$ cat config.mk
export PLATFORM = sky130hd
export DESIGN_NAME = sprite_blitter_flat
export DESIGN_NICKNAME = d
export VERILOG_FILES = /design/src/rtl/vga_pkg.sv /design/src/rtl/sprite_blitter_if.sv /design/src/rtl/blit_addr_gen.sv /design/src/rtl/sprite_blitter.sv /design/src/flat_wrapper.sv
export SDC_FILE = /design/constraint.sdc
export NUM_CORES = 1
export LEC_CHECK = 0
export CORE_MARGIN = 2
export CORE_UTILIZATION = 30
export CTS_CLUSTER_SIZE = 20
export DETAILED_ROUTE_END_ITERATION = 10
export GPL_TIMING_DRIVEN = 1
export MAX_ROUTING_LAYER = met4
export REMOVE_ABC_BUFFERS = 1
export SYNTH_ARGS = -nofsm -noshare
export SYNTH_HDL_FRONTEND = slang
export SYNTH_SLANG_ARGS = --single-unit
$ cat constraint.sdc
create_clock -name clk -period 4.3 [get_ports clk]
set_input_delay 1.29 -clock clk [delete_from_list [all_inputs] [get_ports clk]]
set_output_delay 1.29 -clock clk [all_outputs]
set_load 0.01 [all_outputs]
$ cat src/rtl/vga_pkg.sv
// Shared constants for the VGA drawing path: screen geometry, colour key,
// blitter mode bit positions and blitter state encoding.
package vga_pkg;
  localparam int VGA_SCREEN_W = 160;
  localparam int VGA_SCREEN_H = 120;
  localparam int VGA_X_W      = 8;
  localparam int VGA_Y_W      = 7;
  localparam int VGA_COLOR_W  = 3;
  localparam logic [VGA_COLOR_W-1:0] VGA_KEY_COLOR = 3'b111;

  localparam int MODE_HFLIP  = 0;
  localparam int MODE_ERASE  = 1;
  localparam int MODE_TRANSP = 2;

  typedef enum logic [1:0] {
    ST_IDLE  = 2'd0,
    ST_FETCH = 2'd1,
    ST_DRAIN = 2'd2,
    ST_DONE  = 2'd3
  } blit_state_t;
endpackage

$ cat src/rtl/sprite_blitter_if.sv
// Blitter bus: game-FSM command handshake, sprite ROM port and pixel-write port.
interface sprite_blitter_if #(
  parameter int X_W     = 8,
  parameter int Y_W     = 7,
  parameter int ADDR_W  = 11,
  parameter int COLOR_W = 3
);
  logic               start;
  logic [X_W-1:0]     x0;
  logic [Y_W-1:0]     y0;
  logic [2:0]         mode;
  logic               busy;
  logic               done;
  logic [ADDR_W-1:0]  rom_addr;
  logic [COLOR_W-1:0] rom_data;
  logic [X_W-1:0]     x;
  logic [Y_W-1:0]     y;
  logic [COLOR_W-1:0] color;
  logic               plot;

  modport master (output start, x0, y0, mode, rom_data,
                  input  busy, done, rom_addr, x, y, color, plot);
  modport slave  (input  start, x0, y0, mode, rom_data,
                  output busy, done, rom_addr, x, y, color, plot);
endinterface

$ cat src/rtl/blit_addr_gen.sv
// Sprite scan counters: walks (cx,cy) row-major and produces the registered ROM
// address as row base plus (optionally mirrored) column offset.
module blit_addr_gen #(
  parameter int SPRITE_W = 40,
  parameter int SPRITE_H = 40,
  parameter int ADDR_W   = 11,
  parameter int CX_W     = 6,
  parameter int CY_W     = 6
) (
  input  logic              clk,
  input  logic              reset,
  input  logic              i_init,
  input  logic              i_hflip,
  input  logic              i_step,
  output logic [CX_W-1:0]   o_cx,
  output logic [CY_W-1:0]   o_cy,
  output logic [ADDR_W-1:0] o_addr,
  output logic              o_last
);
  logic              r_hflip;
  logic [CX_W-1:0]   r_cx;
  logic [CY_W-1:0]   r_cy;
  logic [ADDR_W-1:0] r_row_base;
  logic [ADDR_W-1:0] r_addr;

  logic              w_row_end;
  logic [CX_W-1:0]   w_cx_nxt;
  logic [CY_W-1:0]   w_cy_nxt;
  logic [ADDR_W-1:0] w_base_nxt;
  logic [ADDR_W-1:0] w_col_nxt;

  assign w_row_end  = (r_cx == CX_W'(SPRITE_W-1));
  assign w_cx_nxt   = w_row_end ? '0 : r_cx + CX_W'(1);
  assign w_cy_nxt   = w_row_end ? r_cy + CY_W'(1) : r_cy;
  assign w_base_nxt = w_row_end ? r_row_base + ADDR_W'(SPRITE_W) : r_row_base;
  // Mirrored column reads the row right-to-left; the row base is unaffected.
  assign w_col_nxt  = r_hflip ? ADDR_W'(SPRITE_W-1) - ADDR_W'(w_cx_nxt)
                              : ADDR_W'(w_cx_nxt);

  always_ff @(posedge clk) begin
    if (reset) begin
      r_hflip    <= 1'b0;
      r_cx       <= '0;
      r_cy       <= '0;
      r_row_base <= '0;
      r_addr     <= '0;
    end else if (i_init) begin
      r_hflip    <= i_hflip;
      r_cx       <= '0;
      r_cy       <= '0;
      r_row_base <= '0;
      r_addr     <= i_hflip ? ADDR_W'(SPRITE_W-1) : '0;
    end else if (i_step) begin
      r_cx       <= w_cx_nxt;
      r_cy       <= w_cy_nxt;
      r_row_base <= w_base_nxt;
      r_addr     <= w_base_nxt + w_col_nxt;
    end
  end

  assign o_cx   = r_cx;
  assign o_cy   = r_cy;
  assign o_addr = r_addr;
  assign o_last = w_row_end && (r_cy == CY_W'(SPRITE_H-1));
endmodule

$ cat src/rtl/sprite_blitter.sv
// Copies a SPRITE_W x SPRITE_H image from a synchronous ROM to the VGA pixel
// port at a latched origin, with hflip, colour-key, erase and screen clipping.
module sprite_blitter
  import vga_pkg::*;
#(
  parameter int SCREEN_W = VGA_SCREEN_W,
  parameter int SCREEN_H = VGA_SCREEN_H,
  parameter int X_W      = VGA_X_W,
  parameter int Y_W      = VGA_Y_W,
  parameter int SPRITE_W = 40,
  parameter int SPRITE_H = 40,
  parameter int ADDR_W   = 11,
  parameter int COLOR_W  = VGA_COLOR_W,
  parameter logic [COLOR_W-1:0] KEY_COLOR = VGA_KEY_COLOR
) (
  input logic             clk,
  input logic             reset,
  sprite_blitter_if.slave bif
);
  localparam int CX_W   = (SPRITE_W > 1) ? $clog2(SPRITE_W) : 1;
  localparam int CY_W   = (SPRITE_H > 1) ? $clog2(SPRITE_H) : 1;
  localparam int STAGES = 1;

  blit_state_t        r_state;
  logic [X_W-1:0]     r_x0;
  logic [Y_W-1:0]     r_y0;
  logic [2:0]         r_mode;
  logic [STAGES:0]    r_vld_pipe;
  logic [CX_W-1:0]    r_cx1;
  logic [CY_W-1:0]    r_cy1;
  logic [X_W-1:0]     r_x;
  logic [Y_W-1:0]     r_y;
  logic [COLOR_W-1:0] r_color;
  logic               r_plot;

  logic [CX_W-1:0]    w_cx;
  logic [CY_W-1:0]    w_cy;
  logic [ADDR_W-1:0]  w_addr;
  logic               w_last;
  logic               w_accept;
  logic               w_step;
  logic [X_W:0]       w_sx;
  logic [Y_W:0]       w_sy;
  logic               w_vis;
  logic               w_key;

  assign w_accept = (r_state == ST_IDLE) && bif.start;
  assign w_step   = (r_state == ST_FETCH) && !w_last;

  blit_addr_gen #(
    .SPRITE_W (SPRITE_W),
    .SPRITE_H (SPRITE_H),
    .ADDR_W   (ADDR_W),
    .CX_W     (CX_W),
    .CY_W     (CY_W)
  ) u_addr_gen (
    .clk     (clk),
    .reset   (reset),
    .i_init  (w_accept),
    .i_hflip (bif.mode[MODE_HFLIP]),
    .i_step  (w_step),
    .o_cx    (w_cx),
    .o_cy    (w_cy),
    .o_addr  (w_addr),
    .o_last  (w_last)
  );

  always_ff @(posedge clk) begin
    if (reset) begin
      r_state <= ST_IDLE;
      r_x0    <= '0;
      r_y0    <= '0;
      r_mode  <= '0;
    end else begin
      case (r_state)
        ST_IDLE: if (bif.start) begin
          r_x0    <= bif.x0;
          r_y0    <= bif.y0;
          r_mode  <= bif.mode;
          r_state <= ST_FETCH;
        end
        ST_FETCH: if (w_last) r_state <= ST_DRAIN;
        ST_DRAIN: if (r_vld_pipe == '0) r_state <= ST_DONE;
        ST_DONE:  r_state <= ST_IDLE;
        default:  r_state <= ST_IDLE;
      endcase
    end
  end

  // Bit 0: rom_addr holds a live pixel address; bit 1: rom_data is live.
  always_ff @(posedge clk) begin
    if (reset) begin
      r_vld_pipe <= '0;
      r_cx1      <= '0;
      r_cy1      <= '0;
    end else begin
      r_vld_pipe <= {r_vld_pipe[STAGES-1:0], w_accept | w_step};
      if (r_vld_pipe[0]) begin
        r_cx1 <= w_cx;
        r_cy1 <= w_cy;
      end
    end
  end

  // One extra bit so off-screen pixels compare large instead of wrapping to 0.
  assign w_sx  = (X_W+1)'(r_x0) + (X_W+1)'(r_cx1);
  assign w_sy  = (Y_W+1)'(r_y0) + (Y_W+1)'(r_cy1);
  assign w_vis = (w_sx < (X_W+1)'(SCREEN_W)) && (w_sy < (Y_W+1)'(SCREEN_H));
  assign w_key = r_mode[MODE_TRANSP] & ~r_mode[MODE_ERASE] &
                 (bif.rom_data == KEY_COLOR);

  always_ff @(posedge clk) begin
    if (reset) begin
      r_plot  <= 1'b0;
      r_x     <= '0;
      r_y     <= '0;
      r_color <= '0;
    end else begin
      r_plot <= r_vld_pipe[STAGES] & w_vis & ~w_key;
      if (r_vld_pipe[STAGES]) begin
        r_x     <= w_sx[X_W-1:0];
        r_y     <= w_sy[Y_W-1:0];
        r_color <= r_mode[MODE_ERASE] ? '0 : bif.rom_data;
      end
    end
  end

  assign bif.rom_addr = w_addr;
  assign bif.busy     = (r_state != ST_IDLE);
  assign bif.done     = (r_state == ST_DONE);
  assign bif.x        = r_x;
  assign bif.y        = r_y;
  assign bif.color    = r_color;
  assign bif.plot     = r_plot;
endmodule

$ cat src/flat_wrapper.sv
// flat-port wrapper written by rule: the top's interface ports become plain ports
module sprite_blitter_flat import vga_pkg::*;
#(
  parameter int SCREEN_W = VGA_SCREEN_W,
  parameter int SCREEN_H = VGA_SCREEN_H,
  parameter int X_W      = VGA_X_W,
  parameter int Y_W      = VGA_Y_W,
  parameter int SPRITE_W = 40,
  parameter int SPRITE_H = 40,
  parameter int ADDR_W   = 11,
  parameter int COLOR_W  = VGA_COLOR_W,
  parameter logic [COLOR_W-1:0] KEY_COLOR = VGA_KEY_COLOR
)
  (clk, reset, bif_start, bif_x0, bif_y0, bif_mode, bif_rom_data, bif_busy, bif_done, bif_rom_addr, bif_x, bif_y, bif_color, bif_plot);
  sprite_blitter_if #(.X_W(X_W), .Y_W(Y_W), .ADDR_W(ADDR_W), .COLOR_W(COLOR_W)) bif_i ();
  input logic clk;
  input logic reset;
  input wire logic [$bits(bif_i.start)-1:0] bif_start;
  input wire logic [$bits(bif_i.x0)-1:0] bif_x0;
  input wire logic [$bits(bif_i.y0)-1:0] bif_y0;
  input wire logic [$bits(bif_i.mode)-1:0] bif_mode;
  input wire logic [$bits(bif_i.rom_data)-1:0] bif_rom_data;
  output wire logic [$bits(bif_i.busy)-1:0] bif_busy;
  output wire logic [$bits(bif_i.done)-1:0] bif_done;
  output wire logic [$bits(bif_i.rom_addr)-1:0] bif_rom_addr;
  output wire logic [$bits(bif_i.x)-1:0] bif_x;
  output wire logic [$bits(bif_i.y)-1:0] bif_y;
  output wire logic [$bits(bif_i.color)-1:0] bif_color;
  output wire logic [$bits(bif_i.plot)-1:0] bif_plot;
  assign bif_i.start = bif_start;
  assign bif_i.x0 = bif_x0;
  assign bif_i.y0 = bif_y0;
  assign bif_i.mode = bif_mode;
  assign bif_i.rom_data = bif_rom_data;
  assign bif_busy = bif_i.busy;
  assign bif_done = bif_i.done;
  assign bif_rom_addr = bif_i.rom_addr;
  assign bif_x = bif_i.x;
  assign bif_y = bif_i.y;
  assign bif_color = bif_i.color;
  assign bif_plot = bif_i.plot;
  sprite_blitter #(.SCREEN_W(SCREEN_W), .SCREEN_H(SCREEN_H), .X_W(X_W), .Y_W(Y_W), .SPRITE_W(SPRITE_W), .SPRITE_H(SPRITE_H), .ADDR_W(ADDR_W), .COLOR_W(COLOR_W), .KEY_COLOR(KEY_COLOR)) u_core (.clk(clk), .reset(reset), .bif(bif_i));
endmodule
# Word-level counts from Yosys, hierarchy flattened
# Index checks and enable logic that the tools add are counted.
# totals
register_bits	88
input_bits	24
wordCells	65
# classes
n_addsub	7
n_lt_le_gt_ge	2
n_eq_ne	9
mux	11
n_bitwise	7
reduce_logical	13
# op_table
operator	count
two-way mux 11 bit	4
adder 6 x 1 -> 6 bit, second input constant	2
== test 6 bit, second input constant	2
two-way mux 6 bit	2
adder 11 bit	1
adder 11 x 6 -> 11 bit, second input constant	1
adder 8 x 6 -> 9 bit	1
< comparator 9 x 8 -> 1 bit, second input constant	1
adder 7 x 6 -> 8 bit	1
< comparator 8 x 7 -> 1 bit, second input constant	1
one-hot mux 2 bit (4 select lines)	1
subtractor 6 x 6 -> 7 bit, first input constant	1
two-way mux 2 bit	3
bitwise AND 1 bit	4
== test 2 bit, second input constant	2
logical AND 1 bit	4
zero test 2 bit	2
!= test 2 x 1 -> 1 bit, second input constant	2
AND reduction 2 bit	2
nonzero test 2 bit	2
== test 3 bit, second input constant	1
two-way mux 3 bit	1
AND reduction 3 bit	1
== test 2 x 1 -> 1 bit, second input constant	1
5 further kinds	6

# Longest topological paths before layout
# Gate-level depths: netlist of the first run.
# logic_depth
depth_word	7
ltp_mapped	16
mapped_depth_nobuf	16

# Modules after synthesis
# A second synthesis of the first run with hierarchy kept.
# hier_totals
hier_cells	526
area_unflattened_um2	4588.2
# by_module_without_submodules
module	instances	cells_per_inst	area_each_um2	seq_area_each_um2
sprite_blitter	1	300	2665.1	1041.0
blit_addr_gen	1	226	1923.1	640.6

# Worst setup path after synthesis of the first run
# OpenSTA, ideal clock, no wires.
# synth_timing
path_type	register -> register
from	reg u_core.u_addr_gen.r_cx[0] (netlist: u_core.u_addr_gen.o_cx[0])
to	reg u_core.u_addr_gen.r_addr[8] (netlist: u_core.u_addr_gen.o_addr[8])
setup_ns	0.086
arrival_time_ns	2.912
required_time_ns	4.214
path_slack_ns	1.302
path_stages_with_launch	17
n_path_buf	0
period_less_slack_ns	2.998
cell_sequence	dfxtp_1 > ha_1 > nand2b_4 > nor2_1 > nor2_1 > inv_1 > ha_1 > inv_1 > mux2i_1 > ha_1 > a21o_1 > a21oi_1 > inv_1 > a31oi_1 > mux2i_1 > xnor2_1 > a211oi_1
# synth_via
elab_chain_cells	7
elab_cells_between_ends	13
# synth_rtl
item	line	source
start, declared	blit_addr_gen.sv:21	logic [CX_W-1:0] r_cx;
start signal, assigned	blit_addr_gen.sv:54	r_cx <= w_cx_nxt;
adder 6 x 1 -> 6 bit / == test 6 bit (equally long branches)	blit_addr_gen.sv:33, blit_addr_gen.sv:32	
two-way mux 6 bit (*)	blit_addr_gen.sv:33	assign w_cx_nxt = w_row_end ? '0 : r_cx + CX_W'(1);
subtractor 6 x 6 -> 7 bit	blit_addr_gen.sv:37	assign w_col_nxt = r_hflip ? ADDR_W'(SPRITE_W-1) - ADDR_W'(w_cx_nxt)
two-way mux 11 bit (*)	blit_addr_gen.sv:37	
named net u_core.u_addr_gen.w_col_nxt[3]	blit_addr_gen.sv:30	logic [ADDR_W-1:0] w_col_nxt;
adder 11 bit (*)	blit_addr_gen.sv:57	r_addr <= w_base_nxt + w_col_nxt;
two-way mux 11 bit (*)	blit_addr_gen.sv:53	end else if (i_step) begin
two-way mux 11 bit (*)	blit_addr_gen.sv:47	end else if (i_init) begin
end signal, assigned	blit_addr_gen.sv:52	r_addr <= i_hflip ? ADDR_W'(SPRITE_W-1) : '0;
end signal, assigned	blit_addr_gen.sv:57	
end, declared	blit_addr_gen.sv:24	logic [ADDR_W-1:0] r_addr;
# The timed path passes the listed nets; every way through them passes the cells marked *. The select of a mux whose other input is x is not followed.
# A chain may end at the register's enable or synchronous reset.

# Worst setup path in the final report of the first run
# Ends and elaborated chain as after synthesis.

==> impl_metrics.csv, run 1 <==
group,metric,value,unit
run,drv_cap,0,
global_routing,gr-total-overflow,0,
sta,drv_slew,0,
synthesis,synth_top_family_by_area,"simple AND/OR/NAND/NOR gates",
place,io_buffers,55,
sta,setup_viol,0,
pwr,p_leak,2.07,nW
synthesis,syn_area,0.00439,mm2
worst_setup_path,startpoint_type,"register",
worst_setup_path,cp-startpoint,"u_core.u_addr_gen.o_cx[0]$_SDFFE_PP0P_",
worst_hold_path,min_path_type,"register to register",
worst_setup_path,cp-end-kind,"register",
finish,area_growth,21.1,%
floorplanning,fp.dieH,125,um
worst_setup_path,cp_slowest_cell,"dfxtp_1",
finish,antenna_cells,0,
clock_tree,clkLatencyLatePin,0.34,ns
floorplanning,initial_core_util,30.4,%
synthesis,synth-main-ff-cell,"dfxtp_1",
finish,final_core_util,36.8,%
sta,whs,0.450,ns
global_routing,grt_pass1_vias,3324,
clock_tree,cts_buffer_depth,2,
worst_setup_path,cp_slowest_stage_delay,0.41,ns
synthesis,ys_seq_area_share,38.3,%
synthesis,synth-xor-area-share,9.15,%
floorplanning,core,0.0144,mm2
synthesis,synth-adder-area-share,8.72,%
clock_tree,clock-root-buffer,"clkbuf_16",
clock_tree,cts_buffers,9,
synthesis,synth_area_leader_cell,"dfxtp_1",
detailed_routing,vias_per_cell,4.74,
worst_setup_path,crit_type,"register to register",
worst_setup_path,rrSetupSlack,0.83,ns
sta,setup_ws,0.835,ns
place,finalWeightedCongestion,0.856,
sta,slew_headroom,37.8,%
sta,worst_pin_slew,0.931,ns
clock_tree,cts_sinks,84,
worst_setup_path,worstPathMaxFanout,6,
worst_setup_path,critPathBufInv,3,
sta,hold_violations,0,
worst_hold_path,hold_depth,2,
synthesis,yosys.area_share.simple,18.6,%
detailed_routing,drt_pass1_iterations,4,
global_routing,antenna_found_initial,0,
synthesis,yosysWarnings,0,
floorplanning,pin_count,56,
detailed_routing,routedWlPerCell,12.9,um
synthesis,synthTopCellsByArea,"dfxtp_1 (38%), ha_1 (7.1%), mux2i_1 (6.6%)",
worst_setup_path,crit_chain,"ha_1 -> nand2b_4 -> nor2_1 -> nor2_1 -> inv_1 -> ha_1 -> inv_1 -> mux2i_1 -> ha_1 -> a21o_1 -> a21oi_1 -> inv_1 -> a31oi_1 -> mux2i_1 -> xnor2_1 -> a211oi_1",
clock_tree,ctsResizeCount,0,
place,post-place-ws,0.842,ns
finish,final_nets,599,
worst_hold_path,min_to,"u_core.u_addr_gen.o_addr[7]$_SDFFE_PP0P_",
worst_hold_path,min_from,"u_core.u_addr_gen.o_addr[7]$_SDFFE_PP0P_",
worst_setup_path,cp_top_family,"compound AO/OA/AOI/OAI gates",
sta,rsz0062_at_grt,"false",
clock_tree,path_clk_slew,0.06,ns
sta,timing.final.crit_share,80.6,%
synthesis,synth_edf_count,0,
sta,finalCriticalPeriod,3.47,ns
worst_setup_path,r2r-end,"u_core.u_addr_gen.o_addr[8]$_SDFFE_PP0P_",
sta,timing.fmax,0.289,GHz
worst_setup_path,worstPathArrival,3.70,ns
clock_tree,ctsHoldBuffers,0,
worst_setup_path,r2r_cells,16,
synthesis,synth_compound_area_share,13.8,%
floorplanning,die-area,0.0156,mm2
synthesis,netlist_instances,507,
synthesis,synth_seq_cells,84,
pwr,power_density,446,mW/mm2
sta,skew,0.00947,ns
detailed_routing,drt_wl_total,9480,um
detailed_routing,drc_errors,0,
sta,final.setup.tns,0,ns
floorplanning,rows,44,
clock_tree,tritoncts,"built",
synthesis,muxShareOfSynthArea,6.61,%
synthesis,yosysUniqueCellTypes,51,
detailed_routing,ant_nets,0,
status,outcome,"completed",
finish,fillers,1472,
detailed_routing,initialDrtViolationCount,273,
synthesis,synth-async-reset-ratio,0,%
floorplanning,die_x,125,um
place,dpl.hpwl,6850,um
finish,drive_gt1_share,6.16,%
global_routing,grt_max_degree,57,
worst_setup_path,required,4.53,ns
worst_setup_path,worstReg2RegStart,"u_core.u_addr_gen.o_cx[0]$_SDFFE_PP0P_",
synthesis,avgSynthCellArea,8.66,um2
pwr,irDropWorstVdd,0.000294,V
synthesis,synth_top_cell_area_share,38.3,%
clock_tree,cts.htree.levels,3,
detailed_routing,num_vias,3488,
clock_tree,postCtsSetupBuffers,0,
global_routing,grt_pass1_wl,16000,um
global_routing,groute.usage.overall,12.7,%
sequential cells by signal (all words and copies together) (netlist names):
signal	flops
u_core.bif.y	7
u_core.r_mode	3
u_core.u_addr_gen.o_cy	6
u_core.u_addr_gen.o_addr	11
u_core.r_state	2
u_core.bif.x	8
u_core.r_y0	7
u_core.bif.plot	1
u_core.r_cy1	6
u_core.r_vld_pipe	2
u_core.u_addr_gen.o_cx	6
u_core.r_x0	8
u_core.r_cx1	6
u_core.u_addr_gen.r_row_base	8
u_core.bif.color	3
cell usage in the layout (no fill, tap or decap), drive strengths merged, types with 2 or more instances in the layout:
cell type | Yosys | final
clkinvlp | 0 | 2
nor2 | 61 | 61
xor2 | 16 | 16
a31oi | 4 | 4
mux2i | 29 | 29
ha | 25 | 25
clkbuf | 18 | 10
a211oi | 8 | 8
fa | 3 | 3
o21ai | 11 | 11
nor2b | 3 | 3
buf | 12 | 5
nand3 | 4 | 4
o21bai | 3 | 3
nand2b | 5 | 5
nand3b | 4 | 4
nor3b | 4 | 4
and2 | 2 | 2
clkdlybuf4s50 | 0 | 54
nor3 | 3 | 3
and3b | 2 | 2
nand4 | 7 | 7
or3 | 4 | 4
o21a | 4 | 4
o211ai | 3 | 3
nand2 | 77 | 77
a21o | 6 | 6
clkinv | 0 | 2
a21oi | 52 | 52
xnor2 | 29 | 29
inv | 13 | 15
dfxtp | 84 | 84
worst max path at each step:
stage / to / depth (start not counted)
after floorplan: u_core.u_addr_gen.o_addr[8]$_SDFFE_PP0P_ / 16
after global placement: u_core.u_addr_gen.o_addr[8]$_SDFFE_PP0P_ / 16
after detailed placement: u_core.u_addr_gen.o_addr[8]$_SDFFE_PP0P_ / 16
after CTS: u_core.u_addr_gen.o_addr[8]$_SDFFE_PP0P_ / 16
after global routing: u_core.u_addr_gen.o_addr[8]$_SDFFE_PP0P_ / 16
final: u_core.u_addr_gen.o_addr[8]$_SDFFE_PP0P_ / 16
layer usage:
| layer | routed length (um) | vias up | track usage (%) |
|---|---|---|---|
| li1 | - | 1798 | - |
| met1 | 4670 | 1604 | 16.6 |
| met2 | 4280 | 76 | 19.4 |
| met3 | 375 | 10 | 2.52 |
| met4 | 149 | 0 | 4.84 |
| met5 | 0 | - | - |
report_power, final:
group          switching [mW]  leakage [nW]  internal, mW
clock network           0.329         0.135         0.411
registers              0.0937         0.682         0.871
logic                   0.372          1.25         0.291
total                   0.795          2.07          1.57
cell type report:
cell class	count	area [um2]	area share (%)
multi-input cells	380	2490	46.9
flip-flops and latches	84	1680	31.6
well taps	184	230	4.33
clock inverters	6	46.3	0.871
repair buffers	59	576	10.8
inverters	13	48.8	0.918
clock buffers	10	239	4.50
cell families (layout without fill, tap and decap cells):
group	count (synthesis)	in the layout
flip-flops	84	84
buffers and inverters	43	88
AO/OA/AOI/OAI	99	99
AND/OR/NAND/NOR	178	178
adder cells (fa/ha/maj)	29	29
multiplexers	29	29
XOR/XNOR	45	45
cell usage after synthesis (4+ instances only):
cell type,count
nand2_1,77
a21oi_1,52
mux2i_1,29
nor3b_1,4
inv_1,12
buf_1,4
a31oi_1,4
nand3_1,4
xnor2_1,29
ha_1,25
a211oi_1,7
o21a_1,4
clkbuf_1,15
o21ai_0,11
xor2_1,15
nand4_1,7
nor2_1,61
buf_6,5
dfxtp_1,84
a21o_1,6
nand2b_1,4
stage by stage:
step / area (um2) / instances / power [mW]
CTS: 5320 / 736 / 2.39
global route: 5320 / 736 / 2.52
floorplan: 4220 / 477 / 1.37
global placement: 5030 / 720 / 1.63
finish: 5320 / 736 / 2.37
detailed placement: 5030 / 720 / 1.65
worst register-to-register path: stages (launching register included):
cell and delay (ns):
dfxtp_1 0.41, ha_1 0.35, nand2b_4 0.11, nor2_1 0.32, nor2_1 0.15, inv_1 0.08, ha_1 0.11, inv_1 0.03
mux2i_1 0.24, ha_1 0.29, a21o_1 0.16, a21oi_1 0.27, inv_1 0.09, a31oi_1 0.26, mux2i_1 0.14, xnor2_1 0.14
a211oi_1 0.22
(Power assumes the default switching activity.)
==> run 2: changes to the inputs <==
Clock period 4.3 ns to 2.8 ns, I/O delays scaled along.
==> impl_metrics.csv, run 2 (same netlist as run 1, synthesis figures left out) <==
group,metric,value,unit
status,outcome,"finished with violations",
status,failed_checks,"negative setup slack",
pwr,power.total,3.87,mW
sta,finalCriticalPeriod,2.87,ns
finish,multi_input_area,0.00260,mm2
sta,slew_headroom,45.0,%
detailed_routing,ant_nets,0,
worst_setup_path,crit_type,"register to register",
global_routing,grt_max_degree,40,
finish,fin_area,0.00567,mm2
place,io_buffers,55,
finish,regArea,0.00169,mm2
pwr,p_leak,2.23,nW
detailed_routing,num_vias,3609,
detailed_routing,drt_wl_total,9960,um
pwr,pwr-share-comb,28.6,%
floorplanning,initial_core_util,30.4,%
finish,layout_common_cells,"dfxtp_1 (81), nand2_1 (77), nor2_1 (61), clkdlybuf4s50_1 (54), a21oi_1 (49)",
worst_hold_path,min_path_type,"register to register",
sta,skew,0.00718,ns
sta,worst_pin_slew,0.824,ns
sta,rsz0062_at_grt,"true",
sta,hold_violations,0,
place,finalWeightedCongestion,0.843,
clock_tree,cts_sinks,84,
clock_tree,clkLatencyLatePin,0.34,ns
global_routing,gr-usage-met2,20.3,%
worst_setup_path,cp-end-kind,"register",
floorplanning,fp.dieH,125,um
finish,final_common_cell,"dfxtp_1",
finish,largest_reg_flops,11,
worst_setup_path,cp_slowest_stage_delay,0.36,ns
place,dpl.hpwl,7090,um
clock_tree,tritoncts,"built",
floorplanning,die_x,125,um
detailed_routing,drc_errors,0,
pwr,p_int,2.64,mW
detailed_routing,vias_per_cell,4.73,
global_routing,grt_pass1_vias,3440,
run,drv_cap,0,
worst_setup_path,crit_chain,"buf_6 -> nand3_4 -> xor2_1 -> nor2_1 -> inv_1 -> ha_4 -> inv_2 -> mux2i_2 -> ha_1 -> a21o_1 -> a21oi_2 -> buf_4 -> a31oi_4 -> mux2i_1 -> xnor2_1 -> a211oi_1",
worst_setup_path,required,3.05,ns
finish,area_growth,29.2,%
clock_tree,ctsHoldBuffers,0,
floorplanning,core,0.0144,mm2
finish,fillers,1434,
global_routing,gr-total-overflow,0,
pwr,power_density,682,mW/mm2
global_routing,grt_util_met3,1.88,%
global_routing,grt_pass1_wl,16400,um
clock_tree,cts_buffer_depth,2,
finish,final_nets,626,
floorplanning,pin_count,56,
floorplanning,die-area,0.0156,mm2
detailed_routing,initialDrtViolationCount,152,
global_routing,groute.usage.overall,13.1,%
finish,final_core_util,39.3,%
sta,drv_slew,0,
sta,final.setup.tns,-0.0886,ns
worst_setup_path,worstPathArrival,3.12,ns
pwr,clock_power_share,33.1,%
finish,drive_gt1_share,13.1,%
clock_tree,cts.htree.levels,3,
clock_tree,clock-root-buffer,"clkbuf_16",
pwr,p_sw_share,31.9,%
detailed_routing,drt_pass1_iterations,4,
pwr,p_sw,1.23,mW
pwr,irDropWorstVdd,0.000334,V
sta,timing.fmax,0.348,GHz
worst_setup_path,startpoint_type,"register",
clock_tree,cts_buffers,9,
finish,antenna_cells,0,
worst_setup_path,cp_slowest_cell,"dfxtp_2",
global_routing,met1_usage,17.1,%
floorplanning,rows,44,
sta,setup_ws,-0.0704,ns
pwr,pwr-share-seq,38.3,%
detailed_routing,routedWlPerCell,13.1,um
sta,timing.final.crit_share,103,%
global_routing,top_usage_layer,"met2",
clock_tree,path_clk_slew,0.06,ns
worst_setup_path,worstPathMaxFanout,5,
place,dpl_cell_area,0.00520,mm2
global_routing,antenna_found_initial,0,
sta,setup_viol,2,
## run 2: cell types whose count changed in the layout (fill, tap and decap cells not counted), sizes merged
cell and delta:
inv -1, clkinvlp -1, buf +27, bufinv +2, clkinv -1, clkbuf +1
## run 2: final cells by class
type                    instances  share of cell area [%]
inverters                      13                   0.860
clock inverters                 5                    1.50
flip-flops and latches         84                    29.7
repair buffers                 86                    13.9
multi-input cells             380                    45.9
clock buffers                  11                    4.10
well taps                     184                    4.06
## run 2: what timing repair did
action                                  4_1_cts  5_1_grt
setup buffers                                 2        2
resized for setup                             5       19
pin swaps                                     6        9
endpoints found under the setup margin        2        6
## run 2: routing by layer
layer	routed length [um]	part of all wire (%)
met5	0	0
met1	4820	48
met2	4510	45
met3	398	4.0
met4	231	2.3
## run 2: power groups by stage
stage | Combinational [mW] | Sequential [mW] | Clock (mW)
5_1_grt | 1.22 | 1.51 | 1.35
3_3_place_gp | 1.08 | 1.50 | 0
4_1_cts | 1.10 | 1.48 | 1.30
3_5_place_dp | 1.09 | 1.50 | 0
2_1_floorplan | 0.590 | 1.51 | 0
6_report | 1.11 | 1.48 | 1.28
## run 2: worst max-delay path: cells and delay by family (launching register included)
| kind | cells | cell delay (ns) |
|---|---|---|
| AOI/OAI and AO/OA | 4 | 0.64 |
| buffers and inverters | 4 | 0.41 |
| adders and majority gates | 2 | 0.54 |
| DFF | 1 | 0.36 |
| muxes | 2 | 0.35 |
| and+or+nand+nor | 2 | 0.24 |
| xor gates and xnor gates | 2 | 0.23 |
## run 2: path summary, 6_finish.rpt
| path | slack [ns] | start | depth (start not counted) | to |
|---|---|---|---|---|
| max | -0.07 | u_core.u_addr_gen.o_cx[0]$_SDFFE_PP0P_ | 16 | u_core.u_addr_gen.o_addr[8]$_SDFFE_PP0P_ |
| min | 0.46 | u_core.u_addr_gen.o_addr[4]$_SDFFE_PP0P_ | 2 | u_core.u_addr_gen.o_addr[4]$_SDFFE_PP0P_ |
| max reg2reg | -0.07 | u_core.u_addr_gen.o_cx[0]$_SDFFE_PP0P_ | 16 | u_core.u_addr_gen.o_addr[8]$_SDFFE_PP0P_ |
| min reg2reg | 0.46 | u_core.u_addr_gen.o_addr[4]$_SDFFE_PP0P_ | 2 | u_core.u_addr_gen.o_addr[4]$_SDFFE_PP0P_ |
## run 2: metrics by stage
step | cells | setup WS (ns) | hold WS [ns]
finish | 763 | -0.0704 | 0.463
global placement | 743 | -0.0259 | 0.443
CTS | 761 | 0.00168 | 0.464
global route | 763 | -0.202 | 0.488
floorplan | 477 | -0.211 | 0.431
detailed placement | 743 | -0.128 | 0.455
==> run 3: changes to the inputs <==
Settings changed: ABC_CLOCK_PERIOD_IN_PS set to 2800, CORE_UTILIZATION 30 to 34.
==> impl_metrics.csv, run 3 (same netlist as run 1, synthesis figures left out) <==
group,metric,value,unit
status,outcome,"completed",
pwr,pwr-share-seq,39.8,%
finish,stdcell_count,753,
finish,fillers,1281,
detailed_routing,num_vias,3657,
detailed_routing,drt_pass1_iterations,4,
clock_tree,cts_buffer_depth,2,
clock_tree,path_clk_slew,0.06,ns
pwr,p_int,2.48,mW
finish,drive_gt1_share,14.3,%
place,dpl.hpwl,7180,um
worst_setup_path,worstPathMaxFanout,2,
clock_tree,cts.htree.levels,3,
finish,final_nets,628,
worst_setup_path,critPathBufInv,4,
worst_setup_path,cp_slowest_stage_delay,0.37,ns
place,finalWeightedCongestion,0.849,
global_routing,grt_pass1_wl,16900,um
worst_setup_path,worstReg2RegStart,"u_core.u_addr_gen.o_cx[1]$_SDFFE_PP0P_",
worst_setup_path,startpoint_type,"register",
worst_setup_path,rrSetupSlack,0.01,ns
worst_hold_path,min_from,"u_core.r_y0[4]$_SDFFE_PP0P_",
worst_hold_path,min_path_type,"register to register",
sta,timing.final.crit_share,99.5,%
worst_setup_path,crit_type,"register to register",
floorplanning,die_x,118,um
global_routing,grt_max_degree,57,
worst_setup_path,cp-end-kind,"register",
sta,hold_violations,0,
floorplanning,die-area,0.0138,mm2
pwr,p_leak,2.23,nW
finish,multi_input_area,0.00261,mm2
floorplanning,fp.dieH,118,um
clock_tree,cts_buffers,9,
worst_setup_path,worstPathArrival,3.05,ns
worst_setup_path,worst-path-stages,16,
clock_tree,cts_sinks,84,
place,dp.cells,732,
finish,layout_common_cells,"dfxtp_1 (80), nand2_1 (77), nor2_1 (60), clkdlybuf4s50_1 (54), a21oi_1 (50)",
pwr,p_sw_share,33.3,%
detailed_routing,routedWlPerCell,13.5,um
pwr,clock_power_share,30.5,%
place,dpl_cell_area,0.00519,mm2
finish,regArea,0.00169,mm2
finish,largest_reg_flops,11,
floorplanning,core,0.0126,mm2
sta,drv_slew,0,
sta,slew_headroom,46.6,%
worst_hold_path,hold_depth,2,
floorplanning,rows,41,
sta,rsz0062_at_grt,"true",
sta,setup_viol,0,
sta,worst_pin_slew,0.800,ns
worst_setup_path,r2r_cells,16,
finish,area_growth,28.7,%
sta,finalCriticalPeriod,2.79,ns
global_routing,antenna_found_initial,0,
global_routing,gr-total-overflow,0,
sta,whs,0.459,ns
worst_setup_path,crit_chain,"buf_6 -> nand3_4 -> xor2_1 -> nor2_1 -> inv_1 -> ha_1 -> inv_1 -> mux2i_2 -> ha_1 -> a21o_1 -> a21oi_2 -> buf_4 -> a31oi_2 -> mux2i_1 -> xnor2_1 -> a211oi_1",
worst_setup_path,required,3.06,ns
worst_setup_path,cp_top_family,"compound AO/OA/AOI/OAI gates",
global_routing,grt_pass1_vias,3601,
pwr,pwr-share-comb,29.7,%
place,io_buffers,55,
finish,antenna_cells,0,
worst_setup_path,r2r-end,"u_core.u_addr_gen.o_addr[8]$_SDFFE_PP0P_",
worst_setup_path,cp_slowest_cell,"dfxtp_4",
detailed_routing,drt_wl_total,10100,um
pwr,power_density,658,mW/mm2
clock_tree,tritoncts,"built",
sta,timing.fmax,0.359,GHz
finish,final_common_cell,"dfxtp_1",
run,drv_cap,0,
clock_tree,clkLatencyLatePin,0.35,ns
detailed_routing,vias_per_cell,4.86,
floorplanning,pin_count,56,
pwr,p_sw,1.24,mW
clock_tree,ctsHoldBuffers,0,
global_routing,groute.usage.overall,15.4,%
detailed_routing,initialDrtViolationCount,210,
sta,skew,0.0130,ns
detailed_routing,ant_nets,0,
clock_tree,clock-root-buffer,"clkbuf_16",
finish,fin_area,0.00565,mm2
floorplanning,initial_core_util,34.8,%
worst_hold_path,min_to,"u_core.r_y0[4]$_SDFFE_PP0P_",
detailed_routing,drc_errors,0,
pwr,irDropWorstVdd,0.000535,V
run 3: cell types whose count changed in the layout (fill, tap and decap cells not counted), sizes merged:
| cell | change |
|---|---|
| clkbuf | -1 |
| buf | +2 |
| inv | +1 |
| bufinv | -2 |
| clkinvlp | +1 |
| clkinv | +1 |
run 3: layout make-up:
type / instances / area share, %
clock buffer: 10 / 4.23
clock inverter: 6 / 0.819
inverter: 13 / 0.864
multi-input combinational: 380 / 46.2
sequential: 84 / 29.9
tap: 172 / 3.81
timing repair buffer: 88 / 14.2
run 3: power groups by stage:
| stage | clock network (mW) | registers, mW | logic [mW] |
|---|---|---|---|
| after floorplan | 0 | 1.51 | 0.590 |
| after global placement | 0 | 1.50 | 1.08 |
| after detailed placement | 0 | 1.50 | 1.10 |
| after CTS | 1.17 | 1.48 | 1.12 |
| after global routing | 1.21 | 1.50 | 1.23 |
| final | 1.13 | 1.48 | 1.10 |
run 3: worst reg2reg max path, stage by stage (launching register included):
cell and delay [ns]:
dfxtp_4 0.37, buf_6 0.11, nand3_4 0.08, xor2_1 0.15, nor2_1 0.13, inv_1 0.06
ha_1 0.26, inv_1 0.04, mux2i_2 0.17, ha_1 0.26, a21o_1 0.17, a21oi_2 0.16
buf_4 0.15, a31oi_2 0.11, mux2i_1 0.20, xnor2_1 0.10, a211oi_1 0.19
run 3: worst max path at each step:
stage                                                 from                                  endpoint  slack, ns
global route        u_core.u_addr_gen.o_cx[1]$_SDFFE_PP0P_  u_core.u_addr_gen.o_addr[8]$_SDFFE_PP0P_      -0.17
finish              u_core.u_addr_gen.o_cx[1]$_SDFFE_PP0P_  u_core.u_addr_gen.o_addr[8]$_SDFFE_PP0P_       0.01
detailed placement  u_core.u_addr_gen.o_cx[0]$_SDFFE_PP0P_  u_core.u_addr_gen.o_addr[8]$_SDFFE_PP0P_      -0.14
global placement    u_core.u_addr_gen.o_cx[0]$_SDFFE_PP0P_  u_core.u_addr_gen.o_addr[8]$_SDFFE_PP0P_      -0.02
floorplan           u_core.u_addr_gen.o_cx[0]$_SDFFE_PP0P_  u_core.u_addr_gen.o_addr[8]$_SDFFE_PP0P_      -0.21
CTS                 u_core.u_addr_gen.o_cx[1]$_SDFFE_PP0P_  u_core.u_addr_gen.o_addr[8]$_SDFFE_PP0P_      -0.01
run 3: repair_timing:
action                                  in CTS  in global routing
gates resized for setup                      9                 20
endpoints found under the setup margin       3                  6
buffers inserted                             5                  2
pin swaps                                    4                 19
gates cloned                                 0                  0
hold endpoints to repair                     0                  0
run 3: stage by stage:
| stage | util (%) | setup TNS (ns) | setup slack [ns] | total power, mW |
|---|---|---|---|---|
| floorplan | - | -0.405 | -0.211 | 2.10 |
| global placement | 41.2 | -0.0231 | -0.0231 | 2.58 |
| detailed placement | 41.2 | -0.242 | -0.137 | 2.61 |
| CTS | 44.0 | -0.0102 | -0.0102 | 3.77 |
| global route | 44.8 | -0.397 | -0.172 | 3.94 |
| finish | 44.8 | 0 | 0.0136 | 3.72 |
run 3: routing by layer:
metal	wire length, um	GRT usage [%]	part of all wire, %	up-vias
met5	0	-	0	-
met3	235	2.66	2.3	18
met1	4700	18.7	46	1742
met2	4950	24.9	49	46
li1	-	-	-	1851
met4	252	7.38	2.5	0
